## src/rtl/multi_cycle_ctrl.sv

```systemverilog
// Multi-cycle MIPS-subset control unit: sequences fetch/decode/execute/memory/writeback
// and drives datapath selects and strobes combinationally from the current state and instruction fields.
//
// state  | meaning
// -------+---------------------------------------------------------------
// FETCH  | read instruction at PC; on mem_ready load IR and PC+4
// DECODE | register read; jumps, jr and illegal opcodes retire here
// EXEC   | ALU operation; branches resolve and retire here
// MEM    | data memory access for lw/sw; sw retires on mem_ready
// WB     | register file write (ALU result or load data)
module multi_cycle_ctrl (
   input  logic       clk,
   input  logic       rst,
   input  logic [5:0] op,
   input  logic [5:0] func,
   input  logic       zero,
   input  logic       mem_ready,
   output logic       mem_req,
   output logic       mem_we,
   output logic       iord,
   output logic       ir_write,
   output logic       pc_write,
   output logic [1:0] pcsrc,
   output logic       reg_write,
   output logic       m2reg,
   output logic       regrt,
   output logic       jal,
   output logic       sext,
   output logic       aluimm,
   output logic       shift,
   output logic [3:0] aluc,
   output logic [2:0] state,
   output logic       instr_done,
   output logic       illegal
);

   typedef enum logic [2:0] {
      S_FETCH  = 3'd0,
      S_DECODE = 3'd1,
      S_EXEC   = 3'd2,
      S_MEM    = 3'd3,
      S_WB     = 3'd4
   } state_t;

   state_t state_q, state_d;

   logic       supported;
   logic [3:0] aluc_dec;
   logic       shift_dec, sext_dec, imm_dec;
   logic       is_j, is_jal, is_jr, is_beq, is_bne, is_lw, is_sw;

   always_comb begin
      supported = 1'b1;
      aluc_dec  = 4'b0000;
      shift_dec = 1'b0;
      sext_dec  = 1'b0;
      imm_dec   = 1'b0;
      is_j      = 1'b0;
      is_jal    = 1'b0;
      is_jr     = 1'b0;
      is_beq    = 1'b0;
      is_bne    = 1'b0;
      is_lw     = 1'b0;
      is_sw     = 1'b0;
      case (op)
         6'b000000: begin
            case (func)
               6'b100000: aluc_dec = 4'b0000;
               6'b100010: aluc_dec = 4'b0100;
               6'b100100: aluc_dec = 4'b0001;
               6'b100101: aluc_dec = 4'b0101;
               6'b100110: aluc_dec = 4'b0010;
               6'b000000: begin aluc_dec = 4'b0011; shift_dec = 1'b1; end
               6'b000010: begin aluc_dec = 4'b0111; shift_dec = 1'b1; end
               6'b000011: begin aluc_dec = 4'b1111; shift_dec = 1'b1; end
               6'b001000: is_jr = 1'b1;
               default:   supported = 1'b0;
            endcase
         end
         6'b000010: is_j   = 1'b1;
         6'b000011: is_jal = 1'b1;
         6'b000100: begin is_beq = 1'b1; aluc_dec = 4'b0010; sext_dec = 1'b1; end
         6'b000101: begin is_bne = 1'b1; aluc_dec = 4'b0010; sext_dec = 1'b1; end
         6'b001000: begin aluc_dec = 4'b0000; sext_dec = 1'b1; imm_dec = 1'b1; end
         6'b001100: begin aluc_dec = 4'b0001; imm_dec = 1'b1; end
         6'b001101: begin aluc_dec = 4'b0101; imm_dec = 1'b1; end
         6'b001110: begin aluc_dec = 4'b0010; imm_dec = 1'b1; end
         6'b001111: begin aluc_dec = 4'b0110; imm_dec = 1'b1; end
         6'b100011: begin is_lw = 1'b1; sext_dec = 1'b1; imm_dec = 1'b1; end
         6'b101011: begin is_sw = 1'b1; sext_dec = 1'b1; imm_dec = 1'b1; end
         default:   supported = 1'b0;
      endcase
   end

   always_ff @(posedge clk) begin
      if (rst) state_q <= S_FETCH;
      else     state_q <= state_d;
   end

   always_comb begin
      state_d    = state_q;
      mem_req    = 1'b0;
      mem_we     = 1'b0;
      iord       = 1'b0;
      ir_write   = 1'b0;
      pc_write   = 1'b0;
      pcsrc      = 2'b00;
      reg_write  = 1'b0;
      m2reg      = 1'b0;
      regrt      = 1'b0;
      jal        = 1'b0;
      sext       = 1'b0;
      aluimm     = 1'b0;
      shift      = 1'b0;
      aluc       = 4'b0000;
      instr_done = 1'b0;
      illegal    = 1'b0;
      case (state_q)
         S_FETCH: begin
            mem_req = 1'b1;
            if (mem_ready) begin
               ir_write = 1'b1;
               pc_write = 1'b1;
               state_d  = S_DECODE;
            end
         end
         S_DECODE: begin
            if (!supported) begin
               illegal    = 1'b1;
               instr_done = 1'b1;
               state_d    = S_FETCH;
            end else if (is_j || is_jal) begin
               pc_write   = 1'b1;
               pcsrc      = 2'b11;
               reg_write  = is_jal;
               jal        = is_jal;
               instr_done = 1'b1;
               state_d    = S_FETCH;
            end else if (is_jr) begin
               pc_write   = 1'b1;
               pcsrc      = 2'b10;
               instr_done = 1'b1;
               state_d    = S_FETCH;
            end else begin
               state_d = S_EXEC;
            end
         end
         S_EXEC: begin
            if (is_beq || is_bne) begin
               pc_write   = is_beq ? zero : ~zero;
               pcsrc      = 2'b01;
               instr_done = 1'b1;
               state_d    = S_FETCH;
            end else if (is_lw || is_sw) begin
               state_d = S_MEM;
            end else begin
               state_d = S_WB;
            end
         end
         S_MEM: begin
            mem_req = 1'b1;
            iord    = 1'b1;
            mem_we  = is_sw;
            if (mem_ready) begin
               instr_done = is_sw;
               state_d    = is_sw ? S_FETCH : S_WB;
            end
         end
         S_WB: begin
            reg_write  = 1'b1;
            m2reg      = is_lw;
            instr_done = 1'b1;
            state_d    = S_FETCH;
         end
         default: state_d = S_FETCH;
      endcase

      // ALU/operand selects only matter once the instruction is past decode
      if (state_q == S_EXEC || state_q == S_MEM || state_q == S_WB) begin
         aluc   = aluc_dec;
         shift  = shift_dec;
         sext   = sext_dec;
         aluimm = imm_dec;
         regrt  = imm_dec;
      end

      // Reset silences every output so no memory access or write escapes
      if (rst) begin
         state_d    = S_FETCH;
         mem_req    = 1'b0;
         mem_we     = 1'b0;
         iord       = 1'b0;
         ir_write   = 1'b0;
         pc_write   = 1'b0;
         pcsrc      = 2'b00;
         reg_write  = 1'b0;
         m2reg      = 1'b0;
         regrt      = 1'b0;
         jal        = 1'b0;
         sext       = 1'b0;
         aluimm     = 1'b0;
         shift      = 1'b0;
         aluc       = 4'b0000;
         instr_done = 1'b0;
         illegal    = 1'b0;
      end
   end

   assign state = state_q;

endmodule

```

## config.mk

```make
export PLATFORM = sky130hd
export DESIGN_NAME = multi_cycle_ctrl
export DESIGN_NICKNAME = d
export VERILOG_FILES = /design/src/rtl/multi_cycle_ctrl.sv
export SDC_FILE = /design/constraint.sdc
export NUM_CORES = 1
export LEC_CHECK = 0
export BUFFER_PORTS_ARGS = -buffer_cell sky130_fd_sc_hd__buf_2
export CELL_PAD_IN_SITES_DETAIL_PLACEMENT = 1
export CELL_PAD_IN_SITES_GLOBAL_PLACEMENT = 1
export CORE_MARGIN = 3
export CORE_UTILIZATION = 27
export CTS_BUF_LIST = sky130_fd_sc_hd__clkbuf_4 sky130_fd_sc_hd__clkbuf_8 sky130_fd_sc_hd__clkbuf_16
export DETAILED_ROUTE_END_ITERATION = 16
export PLACE_DENSITY = 0.8
export REMOVE_ABC_BUFFERS = 1
export SLEW_MARGIN = 20
export SYNTH_ARGS = -nofsm -noshare
export SYNTH_HDL_FRONTEND = slang
export SYNTH_SLANG_ARGS = --single-unit
```

## constraint.sdc

```tcl
create_clock -name clk -period 1.2 [get_ports clk]
set_input_delay 0.06 -clock clk [delete_from_list [all_inputs] [get_ports clk]]
set_output_delay 0.06 -clock clk [all_outputs]
set_load 0.05 [all_outputs]
```

==> impl_metrics.ini, run 1 <==
[drt]
vias_per_cell = 6.19
drc_errors = 0
drt.antenna.violating_nets = 0
drt_first_iter_violations = 83
routed_wl_mm = 5.80
num_vias = 1449
drtPass1Iterations = 4
wl_per_cell_um = 24.8

[placed_design]
post-dp-hpwl_mm = 2.93
dpl_cell_area_sq_mm = 0.00127
gp_congestion = 0.858
numPortBuffers = 38

[sta]
final_max_slew_viol_count = 0
worst_margin_pin_slew_ps = 540
finalHoldViolations = 0
final.min_clock_period_ps = 1770
setup_ws_ps = -567
setup_repair_after_global_routing_missed_its_margin = true
slew_headroom_pct = 63.7
setup_violations = 22
maxClockFrequency_ghz = 0.566
period_share_pct = 147
clock_skew_ps = 9.21
fin_worst_hold_slack_ps = 235

[hold_path]
type_of_the_worst_min_delay_path = primary input to flip-flop

[clock_tree]
cts_tree = done
cts.reportedPaths.clkPinSlew_ps = 50
cts.path.max_buffers = 2
clock-root-buffer = clkbuf_4
cts.sinks = 3
cts.htree.levels = 1
cts_inserted_buffers = 3
clkLatencyLatePin_ps = 250
cts.hold.buffers_added = 0

[floorplan]
i_o_pin_count = 39
fp.dieH_um = 60.0
placementRows = 18
chipWidth_um = 60.0
die_area_sq_mm = 0.00360
coreArea_sq_mm = 0.00261
floorplan.initialDensity_pct = 30.1

[cells_and_area]
number_of_flip_flops_in_the_largest_register = 3
commonest_cells_after_routing_fill_and_taps_aside = 41 x buf_4, 34 x buf_6, 14 x buf_2
layout.filler_cells = 279
synthToLayoutAreaGrowth_pct = 138
sequential_area_sq_um = 71.3
final_design_area_no_fill_sq_mm = 0.00187
antennaDiodeCount = 0
nets_finish = 221
share_of_layout_cells_above_drive_strength_1_pct = 70.1
layout_commonest_cell = buf_4
multiInputGateArea_sq_um = 863

[grt]
number_of_antenna_violations_at_the_first_check_in_global_routing = 0
grt_pass1_vias = 1433
grt_pass1_wl_mm = 6.98
global_route.usage.total_pct = 26.7
grt_overflow = 0
grt_start_max_net_pins = 10

[synth]
netlist_instances = 115
synthesis.yosys.warnings = 0
netlist.area_leader.share_pct = 7.63
netlist.top_cell.by_area = dfxtp_1
synth_area_leaders = dfxtp_1 7.6%, nor2_1 6.2%, nor3_1 5.7%
synth_top_flop_cell = dfxtp_1
synth_cell_types = 47
synthesis.area_per_instance_sq_um = 6.84
synth_enable_flop_cells = 0
syn-cell-area_sq_um = 787
synth-async-reset-ratio_pct = 0
sequential_element_share_of_the_synthesized_area_pct = 7.63
synth.ff_latch_count = 3

[pwr]
power.leakage_nw = 0.783
p_per_area_mw_per_mm2 = 442
power_switching_w = 0.000363
report.power.total_w = 0.000828
internal_power_w = 0.000465
netSwitchingFraction_pct = 43.9
power.share.clock_pct = 27.5
peakVddDrop_v = 0.000831
power_frac_comb_pct = 60.0
power_frac_seq_pct = 12.5

[worst_setup_path]
worst-setup-path-type = primary input to output pin
worstPathMaxFanout = 4
critical_path.cell_chain = buf_2 -> or2_1 -> nor3_1 -> a31o_2 -> nand3_1 -> o21ai_1 -> buf_6
critPathTopFamily = simple AND/OR/NAND/NOR gates
critical_path_buf_inv_count = 2
regToRegSetupSlack_ps = -180
cp.arrival_ps = 1710
setup.worst_path.start_class = primary input
max_stage_delay_ps = 430
crit_path_end_kind = output pin
critPathSlowestCell = nor3_1
worstPathRequired_ps = 1140

[status]
run_status = finished, violations left
violations = setup timing

[flow_run]
maxCapViolations = 0
power groups by stage:
| stage | sequential, W | combinational (W) | clock (W) |
|---|---|---|---|
| 3_5_place_dp | 0.000107 | 0.000335 | 0 |
| 6_report | 0.000103 | 0.000497 | 0.000228 |
| 5_1_grt | 0.000103 | 0.000515 | 0.000248 |
| 2_1_floorplan | 0.000122 | 0.000135 | 0 |
| 3_3_place_gp | 0.000107 | 0.000319 | 0 |
| 4_1_cts | 0.000103 | 0.000418 | 0.000213 |
final timing paths:
check | start | to | depth (start not counted)
hold / removal | mem_ready | state[0]$_SDFFE_PP0P_ | 3
setup / recovery | func[2] | pc_write | 7
setup reg to reg | state[0]$_SDFFE_PP0P_ | state[1]$_SDFFE_PP0P_ | 8
hold reg to reg | state[1]$_SDFFE_PP0P_ | state[0]$_SDFFE_PP0P_ | 3
layout make-up:
class	count	share of cell area, %
sequential	3	3.81
tap	30	2.01
inverter	5	1.14
clock buffer	4	1.60
timing repair buffer	95	45.3
multi-input combinational	97	46.1
logic make-up (layout without fill, tap and decap cells):
| group | after synthesis | after routing | synth area share [%] |
|---|---|---|---|
| simple gates | 60 | 60 | 45.9 |
| buf+inv | 15 | 104 | 11.0 |
| mux | 1 | 1 | 1.27 |
| xor+xnor | 1 | 1 | 1.11 |
| flops | 3 | 3 | 7.63 |
| compound gates | 35 | 35 | 33.1 |
Yosys cell counts (2+ instances only):
library cell,count
o211ai_1,2
nand3_1,5
o22ai_1,2
nor2b_1,5
buf_6,2
a21oi_1,6
dfxtp_1,3
buf_4,3
inv_1,5
buf_2,3
a211oi_1,3
nand2_1,8
o21ai_0,5
nand2b_1,3
nand4b_1,2
clkbuf_1,2
o31ai_2,2
nor2_1,13
nor3_1,9
a31oi_1,4
and4_1,2
worst reg2reg max path, stage by stage (launching register included):
cell     delay (ps)
dfxtp_4         350
buf_6           130
inv_4            70
buf_6           120
buf_4           130
nand3_1          80
o21ai_1         110
nand3_1         190
o31ai_4         110
per-layer routing:
metal  up-vias  wire, um  part of all wire, %  global-route usage, %
met1       690      2070                   36                   25.4
met2       108      2980                   51                   53.5
met5         -         0                    0                      0
met4         0       380                  6.6                   9.81
met3        40       363                  6.3                   6.26
li1        611         -                    -                      -
per-stage QoR:
stage | setup TNS, ps | instances | utilization [%] | setup slack, ps
after global placement | -4020 | 216 | 48.6 | -295
after floorplan | -20350 | 105 | - | -2340
after detailed placement | -5240 | 216 | 48.6 | -355
final | -7710 | 234 | 71.6 | -567
after global routing | -8610 | 234 | 71.6 | -559
after CTS | -5540 | 230 | 65.2 | -400
what timing repair did:
action | CTS | global route
resized for setup | 95 | 30
endpoints found under the setup margin | 21 | 25
buffers inserted | 11 | 7
pin swaps | 14 | 20
Note: power is estimated with default switching activity, not from simulation.
==> inputs of run 2 (changes only) <==
ABC_AREA = 1   (was unset)
CORE_UTILIZATION = 25   (was 27)
PLACE_DENSITY = 0.81   (was 0.8)
==> run 2 against run 1 <==
The run still ends with setup timing left. Critical path type is now flip-flop to output pin. Critical endpoint is now aluimm. Critical path depth did not move. Via count fell by 5.5%. Synthesized cell count rose by 21%. Cell count rose by 7.7%. Clock power fell by 6%. Largest cell class unchanged. Sequential power barely moved. Register-to-register slack improved by 110 ps. Sequential cell count did not move. Total power fell by 13%. Cell area fell by 8.0%. Utilization fell by 9.7 points. Non-clock buffer count fell by 15.
==> impl_metrics.ini, run 2 <==
[status]
run_status = finished, violations left
violations = setup timing

[worst_setup_path]
regToRegSetupSlack_ps = -70
critPathSlowestCell = dfxtp_4
cp.arrival_ps = 1600
setup.worst_path.start_class = flip-flop
critical_path.cell_chain = inv_4 -> nor3_4 -> a21oi_2 -> nor2_4 -> o21ai_1 -> inv_1 -> buf_6
r2r.worst_path.cells = 5
worstPathRequired_ps = 1140
worst-setup-path-type = flip-flop to output pin
max_stage_delay_ps = 390
critical_path_buf_inv_count = 3
regToRegEndpoint = state[2]$_SDFFE_PP0P_
crit_path_end_kind = output pin
critPathTopFamily = flip-flops
r2r-start = state[2]$_SDFFE_PP0P_
worstPathMaxFanout = 4

[synth]
synth_cell_types = 28
synth_area_leaders = nand2_1 14%, inv_1 12%, nor2_1 9.7%
netlist_instances = 139
synth.ff_latch_count = 3
netlist.top_cell.by_area = nand2_1
synthTopCellsByCount = 27 x nand2_1, 23 x inv_1, 19 x nor2_1, 14 x nand3_1, 11 x nor3_1
synth_top_flop_cell = dfxtp_1
synth_enable_flop_cells = 0
synthesis.yosys.warnings = 0
synth-async-reset-ratio_pct = 0
netlist.area_leader.share_pct = 13.8
syn-cell-area_sq_um = 736
synthesis.area_per_instance_sq_um = 5.29
synth_most_common_cell = nand2_1
sequential_element_share_of_the_synthesized_area_pct = 8.16

[drt]
drt_first_iter_violations = 50
drt.antenna.violating_nets = 0
drtPass1Iterations = 4
wl_per_cell_um = 21.5
routed_wl_mm = 5.41
num_vias = 1369
drc_errors = 0
vias_per_cell = 5.43

[grt]
global_route.usage.met1_pct = 30.1
global_route.usage.total_pct = 26.3
grt_pass1_wl_mm = 7.01
globalRouteMet2Util_pct = 46.0
number_of_antenna_violations_at_the_first_check_in_global_routing = 0
met3_grt_util_pct = 3.67
grt_pass1_vias = 1396
grt_overflow = 0
grt_start_max_net_pins = 10
grt.busiest_layer = met2

[cells_and_area]
number_of_flip_flops_in_the_largest_register = 3
synthToLayoutAreaGrowth_pct = 134
nets_finish = 238
antennaDiodeCount = 0
commonest_cells_after_routing_fill_and_taps_aside = 36 x buf_4, 22 x buf_6, 20 x nand2_1
fin_util_pct = 61.9
layout_commonest_cell = buf_4
final_design_area_no_fill_sq_mm = 0.00172
share_of_layout_cells_above_drive_strength_1_pct = 70.1

[floorplan]
die_area_sq_mm = 0.00363
coreArea_sq_mm = 0.00278
fp.dieH_um = 60.2
i_o_pin_count = 39
chipWidth_um = 60.2
floorplan.initialDensity_pct = 26.5
placementRows = 19

[flow_run]
maxCapViolations = 0

[clock_tree]
cts.sinks = 3
clock-root-buffer = clkbuf_4
cts_tree = done
clkLatencyLatePin_ps = 250
cts.path.max_buffers = 2
cts.htree.levels = 1
cts_inserted_buffers = 3
cts.reportedPaths.clkPinSlew_ps = 40

[sta]
setup_repair_after_global_routing_missed_its_margin = true
setup_violations = 23
maxClockFrequency_ghz = 0.601
clock_skew_ps = 7.28
fin_worst_hold_slack_ps = 175
final.min_clock_period_ps = 1660
final_max_slew_viol_count = 0
slew_headroom_pct = 68.8
worst_margin_pin_slew_ps = 462
finalHoldViolations = 0
period_share_pct = 139
setup_ws_ps = -463

[pwr]
power.leakage_nw = 0.852
peakVddDrop_v = 0.000729
p_per_area_mw_per_mm2 = 416
report.power.total_w = 0.000716

[placed_design]
gp_congestion = 0.870
dp_worst_setup_slack_ps = -468
post-dp-hpwl_mm = 2.68
dpl_cell_area_sq_mm = 0.00119
numPortBuffers = 38

[hold_path]
min_delay_worst_endpoint = state[2]$_SDFFE_PP0P_
type_of_the_worst_min_delay_path = primary input to flip-flop
timing.hold.worst_path_depth = 3
holdCritStartpoint = mem_ready
run 2: changes by cell type in the layout (fill, tap and decap cells not counted), moves of 4 or more:
cell and delta:
nand3_1 +7, buf_4 -5, nand2_2 +6, buf_2 +4, inv_2 +9, nor2_2 +11
nand2_1 +15, nor3_4 +4, buf_6 -12, inv_1 +12, nand3_2 +4
run 2: cells by family (layout without fill, tap and decap cells):
kind of cell | count (synthesis) | in the layout | share of synthesized area (%)
buffers and inverters | 31 | 113 | 16.3
DFF | 3 | 3 | 8.16
AOI/OAI and AO/OA | 16 | 16 | 13.6
and+or+nand+nor | 89 | 89 | 61.9
run 2: tightest hold or removal path, stage by stage:
cell and delay (ps):
buf_2 130, o21ai_2 150, a211oi_2 40
run 2: how the worst max path moves through the flow:
| stage | start | to | slack, ps | cells after the start |
|---|---|---|---|---|
| global placement | state[1]$_SDFFE_PP0P_ | instr_done | -280 | 9 |
| floorplan | state[1]$_SDFFE_PP0P_ | mem_we | -1130 | 4 |
| detailed placement | state[1]$_SDFFE_PP0P_ | instr_done | -470 | 9 |
| global route | state[2]$_SDFFE_PP0P_ | regrt | -530 | 7 |
| finish | state[2]$_SDFFE_PP0P_ | aluimm | -460 | 7 |
| CTS | state[0]$_SDFFE_PP0P_ | pc_write | -380 | 7 |
run 2: area by class of cell:
type / count / area (sq um)
Multi-Input combinational cell: 105 / 797
Timing Repair Buffer: 80 / 668
Tap cell: 31 / 38.8
Clock buffer: 4 / 30.0
Inverter: 29 / 116
Sequential cell: 3 / 71.3
Fill cell: 352 / 1060
run 2: routing by layer:
metal	vias up	part of all wire, %
met3	22	6.4
met2	72	49
li1	614	-
met1	661	39
met4	0	5.1
met5	-	0
run 2: per-stage QoR:
step	std cells	setup TNS, ps
finish	252	-7770
global route	252	-9380
CTS	244	-5990
detailed placement	238	-5520
global placement	238	-3390
floorplan	137	-17940
run 2: what timing repair did:
item	4_1_cts	5_1_grt
buffers inserted	2	11
hold buffers	0	0
endpoints found under the setup margin	23	23
pin swaps	11	19
resized for setup	69	54
run 2: power by group:
group          leakage (nW)  total (W)  switching, W  internal, W
clock                0.0184   0.000215     0.0000666     0.000148
combinational         0.807   0.000395      0.000247     0.000149
sequential           0.0267   0.000106    0.00000778    0.0000985
